<file path="src/rtl/fp_mul_rr_scheduler.sv">
// Round-robin scheduler sharing one combinational 8-bit FP multiplier between NREQ requesters.
// Operands are registered toward the multiplier; the result is captured and held for its owner.
module fp_mul_rr_scheduler #(
    parameter int NREQ    = 4,
    parameter int IDW     = 2,
    parameter int MUL_LAT = 1
) (
    input  logic              clk,
    input  logic              rst_n,
    input  logic [NREQ-1:0]   req_valid,
    output logic [NREQ-1:0]   req_ready,
    input  logic [8*NREQ-1:0] req_a,
    input  logic [8*NREQ-1:0] req_b,
    output logic [7:0]        mul_a,
    output logic [7:0]        mul_b,
    input  logic [7:0]        mul_result,
    output logic [NREQ-1:0]   rsp_valid,
    input  logic [NREQ-1:0]   rsp_ready,
    output logic [7:0]        rsp_data,
    output logic [IDW-1:0]    rsp_id,
    output logic              busy,
    output logic [15:0]       op_count
);

    typedef enum logic [1:0] {IDLE, CALC, RESP} state_t;

    state_t                  state_q, state_d;
    logic [IDW-1:0]          ptr_q;
    logic [IDW-1:0]          owner_q;
    logic [2:0]              cnt_q;
    logic [7:0]              mul_a_q, mul_b_q, rsp_data_q;
    logic [IDW-1:0]          rsp_id_q;
    logic [15:0]             op_cnt_q;
    logic [NREQ-1:0][7:0]    a_lane, b_lane;

    logic                    gnt_vld;
    logic [IDW-1:0]          gnt_idx;
    logic                    accept, capture, rsp_done;

    assign a_lane = req_a;
    assign b_lane = req_b;

    // Search starts one past the last owner so it is considered last.
    always_comb begin
        gnt_vld = 1'b0;
        gnt_idx = '0;
        for (int k = 1; k <= NREQ; k++) begin
            int idx;
            idx = (int'(ptr_q) + k) % NREQ;
            if (!gnt_vld && req_valid[IDW'(idx)]) begin
                gnt_vld = 1'b1;
                gnt_idx = IDW'(idx);
            end
        end
    end

    assign accept   = (state_q == IDLE) && gnt_vld;
    assign capture  = (state_q == CALC) && (cnt_q == 3'(MUL_LAT - 1));
    assign rsp_done = (state_q == RESP) && rsp_ready[owner_q];

    always_ff @(posedge clk or negedge rst_n) begin
        if (!rst_n) state_q <= IDLE;
        else        state_q <= state_d;
    end

    always_comb begin
        state_d = state_q;
        case (state_q)
            IDLE:    if (accept)   state_d = CALC;
            CALC:    if (capture)  state_d = RESP;
            RESP:    if (rsp_done) state_d = IDLE;
            default:               state_d = IDLE;
        endcase
    end

    always_ff @(posedge clk or negedge rst_n) begin
        if (!rst_n) begin
            ptr_q      <= IDW'(NREQ - 1);
            owner_q    <= '0;
            cnt_q      <= '0;
            mul_a_q    <= '0;
            mul_b_q    <= '0;
            rsp_data_q <= '0;
            rsp_id_q   <= '0;
            op_cnt_q   <= '0;
        end else begin
            if (accept) begin
                mul_a_q <= a_lane[gnt_idx];
                mul_b_q <= b_lane[gnt_idx];
                owner_q <= gnt_idx;
                ptr_q   <= gnt_idx;
                cnt_q   <= '0;
            end
            if (state_q == CALC) cnt_q <= cnt_q + 3'd1;
            if (capture) begin
                rsp_data_q <= mul_result;
                rsp_id_q   <= owner_q;
            end
            if (rsp_done) op_cnt_q <= op_cnt_q + 16'd1;
        end
    end

    // req_ready is combinational, so it must be gated explicitly while in reset.
    always_comb begin
        req_ready = '0;
        if (rst_n && accept) req_ready[gnt_idx] = 1'b1;
    end

    always_comb begin
        rsp_valid = '0;
        if (state_q == RESP) rsp_valid[owner_q] = 1'b1;
    end

    assign mul_a    = mul_a_q;
    assign mul_b    = mul_b_q;
    assign rsp_data = rsp_data_q;
    assign rsp_id   = rsp_id_q;
    assign busy     = (state_q != IDLE);
    assign op_count = op_cnt_q;

endmodule

</file>
<file path="config.mk">
export PLATFORM = sky130hd
export DESIGN_NAME = fp_mul_rr_scheduler
export DESIGN_NICKNAME = d
export VERILOG_FILES = /design/src/rtl/fp_mul_rr_scheduler.sv
export SDC_FILE = /design/constraint.sdc
export NUM_CORES = 1
export LEC_CHECK = 0
export ABC_CLOCK_PERIOD_IN_PS = 6300
export CORE_MARGIN = 1
export CORE_UTILIZATION = 44
export DETAILED_ROUTE_END_ITERATION = 12
export GPL_ROUTABILITY_DRIVEN = 0
export GPL_TIMING_DRIVEN = 1
export PLACE_DENSITY = 0.85
export SLEW_MARGIN = 20
export SYNTH_ARGS = -nofsm -noshare
export SYNTH_HDL_FRONTEND = slang
export SYNTH_SLANG_ARGS = --single-unit
export TNS_END_PERCENT = 5
</file>
<file path="constraint.sdc">
create_clock -name clk -period 6.3 [get_ports clk]
set_input_delay 1.26 -clock clk [delete_from_list [all_inputs] [get_ports clk]]
set_output_delay 1.26 -clock clk [all_outputs]
set_load 0.01 [all_outputs]
</file>
# Yosys cells after proc, flatten, opt, wreduce, memory -nomap -nowiden
# Cells that the tools add are included.
# word_totals
regBits	51
latch_bits	0
ramBits	0
mem_bits_ro	0
in_bits	82
out_inout_bits	51
word_cells	83
mem_count	0
# classes
n_addsub	6
n_mul	0
div	0
order_cmp	8
n_eq_ne	5
shift	0
n_mux	38
bitwise	0
reduce_logical	17
# ops
op	count
8-bit binary-select mux with 2-bit select	2
16-bit by 1-bit adder with 16-bit output, second input constant	1
2-bit by 4-bit < comparator with 1-bit output, second input constant	4
8-bit two-way mux	2
1-bit two-way mux	15
2-bit two-way mux	7
1-bit binary-select mux with 2-bit select	5
1-bit logical AND	9
4-bit two-way mux	2
2-bit by 3-bit < comparator with 1-bit output, second input constant	2
3-bit two-way mux	2
2-bit != test, second input constant	3
2-bit case mux with 3 select lines	1
2-bit by 1-bit adder with 2-bit output, second input constant	2
2-bit adder, second input constant	2
1-bit demux with 2-bit select	2
2-bit by 1-bit greater-or-equal comparator with 1-bit output, second input constant	2
2-bit nonzero test	2
3-bit by 1-bit adder with 3-bit output, second input constant	1
1-bit zero test	3
3-bit zero test	1
3-bit AND reduction	1
2-bit by 1-bit equality test with 1-bit output, second input constant	1
2-bit equality test, second input constant	1
2-bit zero test	1

# Longest topological paths before layout
# logic_depth
depth_word	19
mapped_depth	8
mapped_depth_nobuf	5

# Worst setup path before layout
# OpenSTA, ideal clock, no wires.
# synth_timing
path_type	input to output
from	input req_valid[3]
to	output req_ready[1]
arrival_ps	2477
required_time_ps	5040
slack_ps	2563
path_stages	5
n_path_buf	1
cell_sequence	nor2_1 a21oi_1 o31ai_1 buf_2 and3_1
# synth_via
elab_chain_cells	18
# synth_lines
element	line_no	source
start, declared	10	input logic [NREQ-1:0] req_valid,
1-bit binary-select mux with 2-bit select	50	if (!gnt_vld && req_valid[IDW'(idx)]) begin
1-bit two-way mux (not written as such) (2 in a row)	50	
1-bit two-way mux	50	
1-bit zero test	50	
1-bit logical AND	50	
1-bit two-way mux	50	
1-bit zero test	50	
1-bit logical AND	50	
1-bit two-way mux	50	
1-bit zero test	50	
1-bit logical AND	50	
2-bit two-way mux	50	
2-bit by 3-bit < comparator with 1-bit output (not written as such) / 2-bit by 1-bit greater-or-equal comparator with 1-bit output (equally long branches)	106	if (rst_n && accept) req_ready[gnt_idx] = 1'b1;
1-bit logical AND (not written as such)	106	
1-bit two-way mux (not written as such)	106	
1-bit demux with 2-bit select	106	
4-bit two-way mux (*)	106	
end, declared	11	output logic [NREQ-1:0] req_ready,
# Every way passes the cells marked *; elsewhere a longest branch is shown, timed or not. The select of a mux whose other input is x is not followed.

# Worst setup path in the final report
# Ends and elaborated chain as after synthesis.

==> impl_metrics.yaml <==
run_status:
  outcome: "complete, no violations"
cells_and_area:
  final_cell_mix: "clkdlybuf4s50_1 (131), dfrtp_1 (49), nor2_1 (30)"
  antenna_cells: 0
  syn2layout_area_growth_pct: 53.7
  nNetsFinal: 491
  drive_above_1_share: 0.113
  final_common_cell: "clkdlybuf4s50_1"
  fill_cells: 442
critical_path:
  r2r_start: "state_q[0]"
  cp_max_fo: 15
  start_kind: "input pin"
  reg2regPathDepth: 6
  rrSetupSlack_ns: 4.00
  worstSetupPathType: "input pin to output pin"
  critPathLaunch: "req_valid[3]"
  required_ns: 5.04
  cp-end-kind: "output pin"
  timing.rr.end: "mul_a[6]"
  arrival_ns: 3.92
min_path:
  hold_path_depth: 1
  hp-start: "op_count[15]"
  holdPathEnd: "op_count[15]"
  min_path_type: "flip-flop to flip-flop"
sta:
  post-route-period-util: 0.823
  grt_setup_unrepaired: "no"
  slew_violations: 0
  min_period_ns: 5.18
  setup_violations: 0
  worst_pin_slew_ns: 1.03
  tns_ns: 0
  skew_ns: 0.0106
  hold_violations: 0
  fmaxAchievable_ghz: 0.193
  whs_ns: 0.500
  relSlewSlack: 0.310
job:
  cap_viol_max_count: 0
global_routing:
  grt_pass1_vias: 2640
  grt.total_usage: 0.256
  grt_pass1_wl_mm: 12.7
  antenna_found_initial: 0
  gr-total-overflow: 0
  grt_max_degree: 40
logic_synthesis:
  synth_cell_types: 46
  syn_nets: 363
  yosys_warnings: 0
  syn_inst: 278
  synth_edf_count: 0
  syn-mean-instance-area_um2: 10.1
  synthFlopType: "dfrtp_1"
  ys_seq_area_frac: 0.457
  syn_area_um2: 2800
  synthArstFlopShare: 1.00
  ys_ff_latch: 51
clocking:
  cts_buffers: 5
  cts.reportedPaths.clkPinSlew_ns: 0.09
  htreeDepth: 2
  cts_tree: "yes"
  clkLatencyLatePin_ns: 0.31
  cts.sinks: 51
  ctsRootBufferMaster: "clkbuf_8"
  post-cts-setup-buffers: 0
  clockBufferDepth: 2
  postCtsHoldBufs: 0
  post_cts_resized: 0
placed_design:
  dp.final_hpwl_mm: 6.32
  io_buffers: 132
pwr:
  p_leak_nw: 1.79
  p_total_mw: 1.69
  powerDensity_nw_per_um2: 392
  irDropWorstVdd_uv: 231
routing:
  ant_nets: 0
  routedWlPerCell_um: 17.4
  routed-via-count: 2649
  drt_pass1_iterations: 4
  drc: 0
  drt-initial-drc-count: 227
  wl_mm: 8.38
  viasPerCell: 5.50
floorplan:
  io_pins: 133
  die_height_um: 81.8
  die_w_um: 81.8
  rows: 28
  initial_core_util: 0.464
  core_um2: 6030
  die_area_um2: 6680
-- synthesized netlist by cell type, types with 2 or more instances --
| master | instances | area (um2) |
|---|---|---|
| a21oi_1 | 5 | 25.0 |
| a221oi_1 | 17 | 149 |
| a32o_1 | 2 | 20.0 |
| and3_1 | 4 | 25.0 |
| buf_2 | 3 | 15.0 |
| clkbuf_1 | 11 | 41.3 |
| dfrtp_1 | 49 | 1230 |
| dfstp_2 | 2 | 52.6 |
| ha_1 | 3 | 37.5 |
| inv_1 | 9 | 33.8 |
| mux2_2 | 11 | 124 |
| mux2i_1 | 19 | 190 |
| nand2_1 | 19 | 71.3 |
| nand2b_1 | 3 | 18.8 |
| nand3_1 | 3 | 15.0 |
| nand4_1 | 3 | 18.8 |
| nor2_1 | 30 | 113 |
| nor2b_1 | 2 | 12.5 |
| nor3_1 | 3 | 15.0 |
| o211ai_1 | 2 | 15.0 |
| o21ai_0 | 21 | 105 |
| o22ai_1 | 17 | 106 |
| or2_2 | 4 | 25.0 |
| or3_2 | 2 | 15.0 |
| xnor2_1 | 8 | 70.1 |
| xor2_1 | 6 | 52.6 |
-- cell type report --
| class | instances | area [um2] | area share |
|---|---|---|---|
| well taps | 75 | 93.8 | 0.0218 |
| multi-input cells | 201 | 1420 | 0.331 |
| flip-flops and latches | 51 | 1280 | 0.297 |
| inverters | 9 | 33.8 | 0.00785 |
| clock buffers | 5 | 68.8 | 0.0160 |
| clock inverters | 3 | 43.8 | 0.0102 |
| repair buffers | 138 | 1360 | 0.316 |
-- flip-flops by register name, summed over array words and instances (netlist names) --
signal	count
op_count	16
mul_a	8
mul_b	8
rsp_data	8
cnt_q	3
owner_q	2
ptr_q	2
rsp_id	2
state_q	2
-- metal layers --
layer  track usage  vias to the layer above  part of all wire  routed length, um
li1              -                     1265                 -                  -
met1         0.316                     1274              0.39               3280
met2         0.433                      101              0.52               4320
met4        0.0649                        0             0.011                 89
met5             0                        -                 0                  0
met3        0.0789                        9             0.082                687
-- kinds of logic (layout without fill, tap and decap cells) --
kind of cell / count (synthesis) / after routing / synth area share
adder cells (fa/ha/maj): 3 / 3 / 0.0134
XOR/XNOR: 15 / 15 / 0.0496
AND/OR/NAND/NOR: 81 / 81 / 0.150
multiplexers: 30 / 30 / 0.112
buffers and inverters: 26 / 155 / 0.0402
AO/OA/AOI/OAI: 72 / 72 / 0.178
flip-flops: 51 / 51 / 0.457
-- critical path, cell delays in order --
cell and delay, ns:
clkdlybuf4s50_1 0.53, nor2_1 0.40, a21oi_1 0.09, o31ai_2 0.83
and3_1 0.26, clkdlybuf4s50_1 0.54
-- worst max-delay path by stage --
stage / slack, ns / to / cells past startpoint
2_1_floorplan: 2.56 / req_ready[1] / 5
3_3_place_gp: 1.22 / req_ready[1] / 6
3_5_place_dp: 1.13 / req_ready[1] / 6
4_1_cts: 1.13 / req_ready[1] / 6
5_1_grt: 0.93 / req_ready[1] / 6
6_report: 1.12 / req_ready[1] / 6
-- report_power, final --
part / switching, mW / internal (mW)
sequential: 0.121 / 0.455
clock: 0.111 / 0.118
combinational: 0.416 / 0.468
total: 0.648 / 1.04
-- per-stage QoR --
step | instances | utilization | area [um2] | worst slack, ns
after floorplan | 278 | - | 2800 | 2.56
after global placement | 474 | 0.695 | 4190 | 1.22
after detailed placement | 474 | 0.695 | 4190 | 1.13
after CTS | 482 | 0.714 | 4300 | 1.13
after global routing | 482 | 0.714 | 4300 | 0.925
final | 482 | 0.714 | 4300 | 1.12
(Power assumes the default switching activity.)
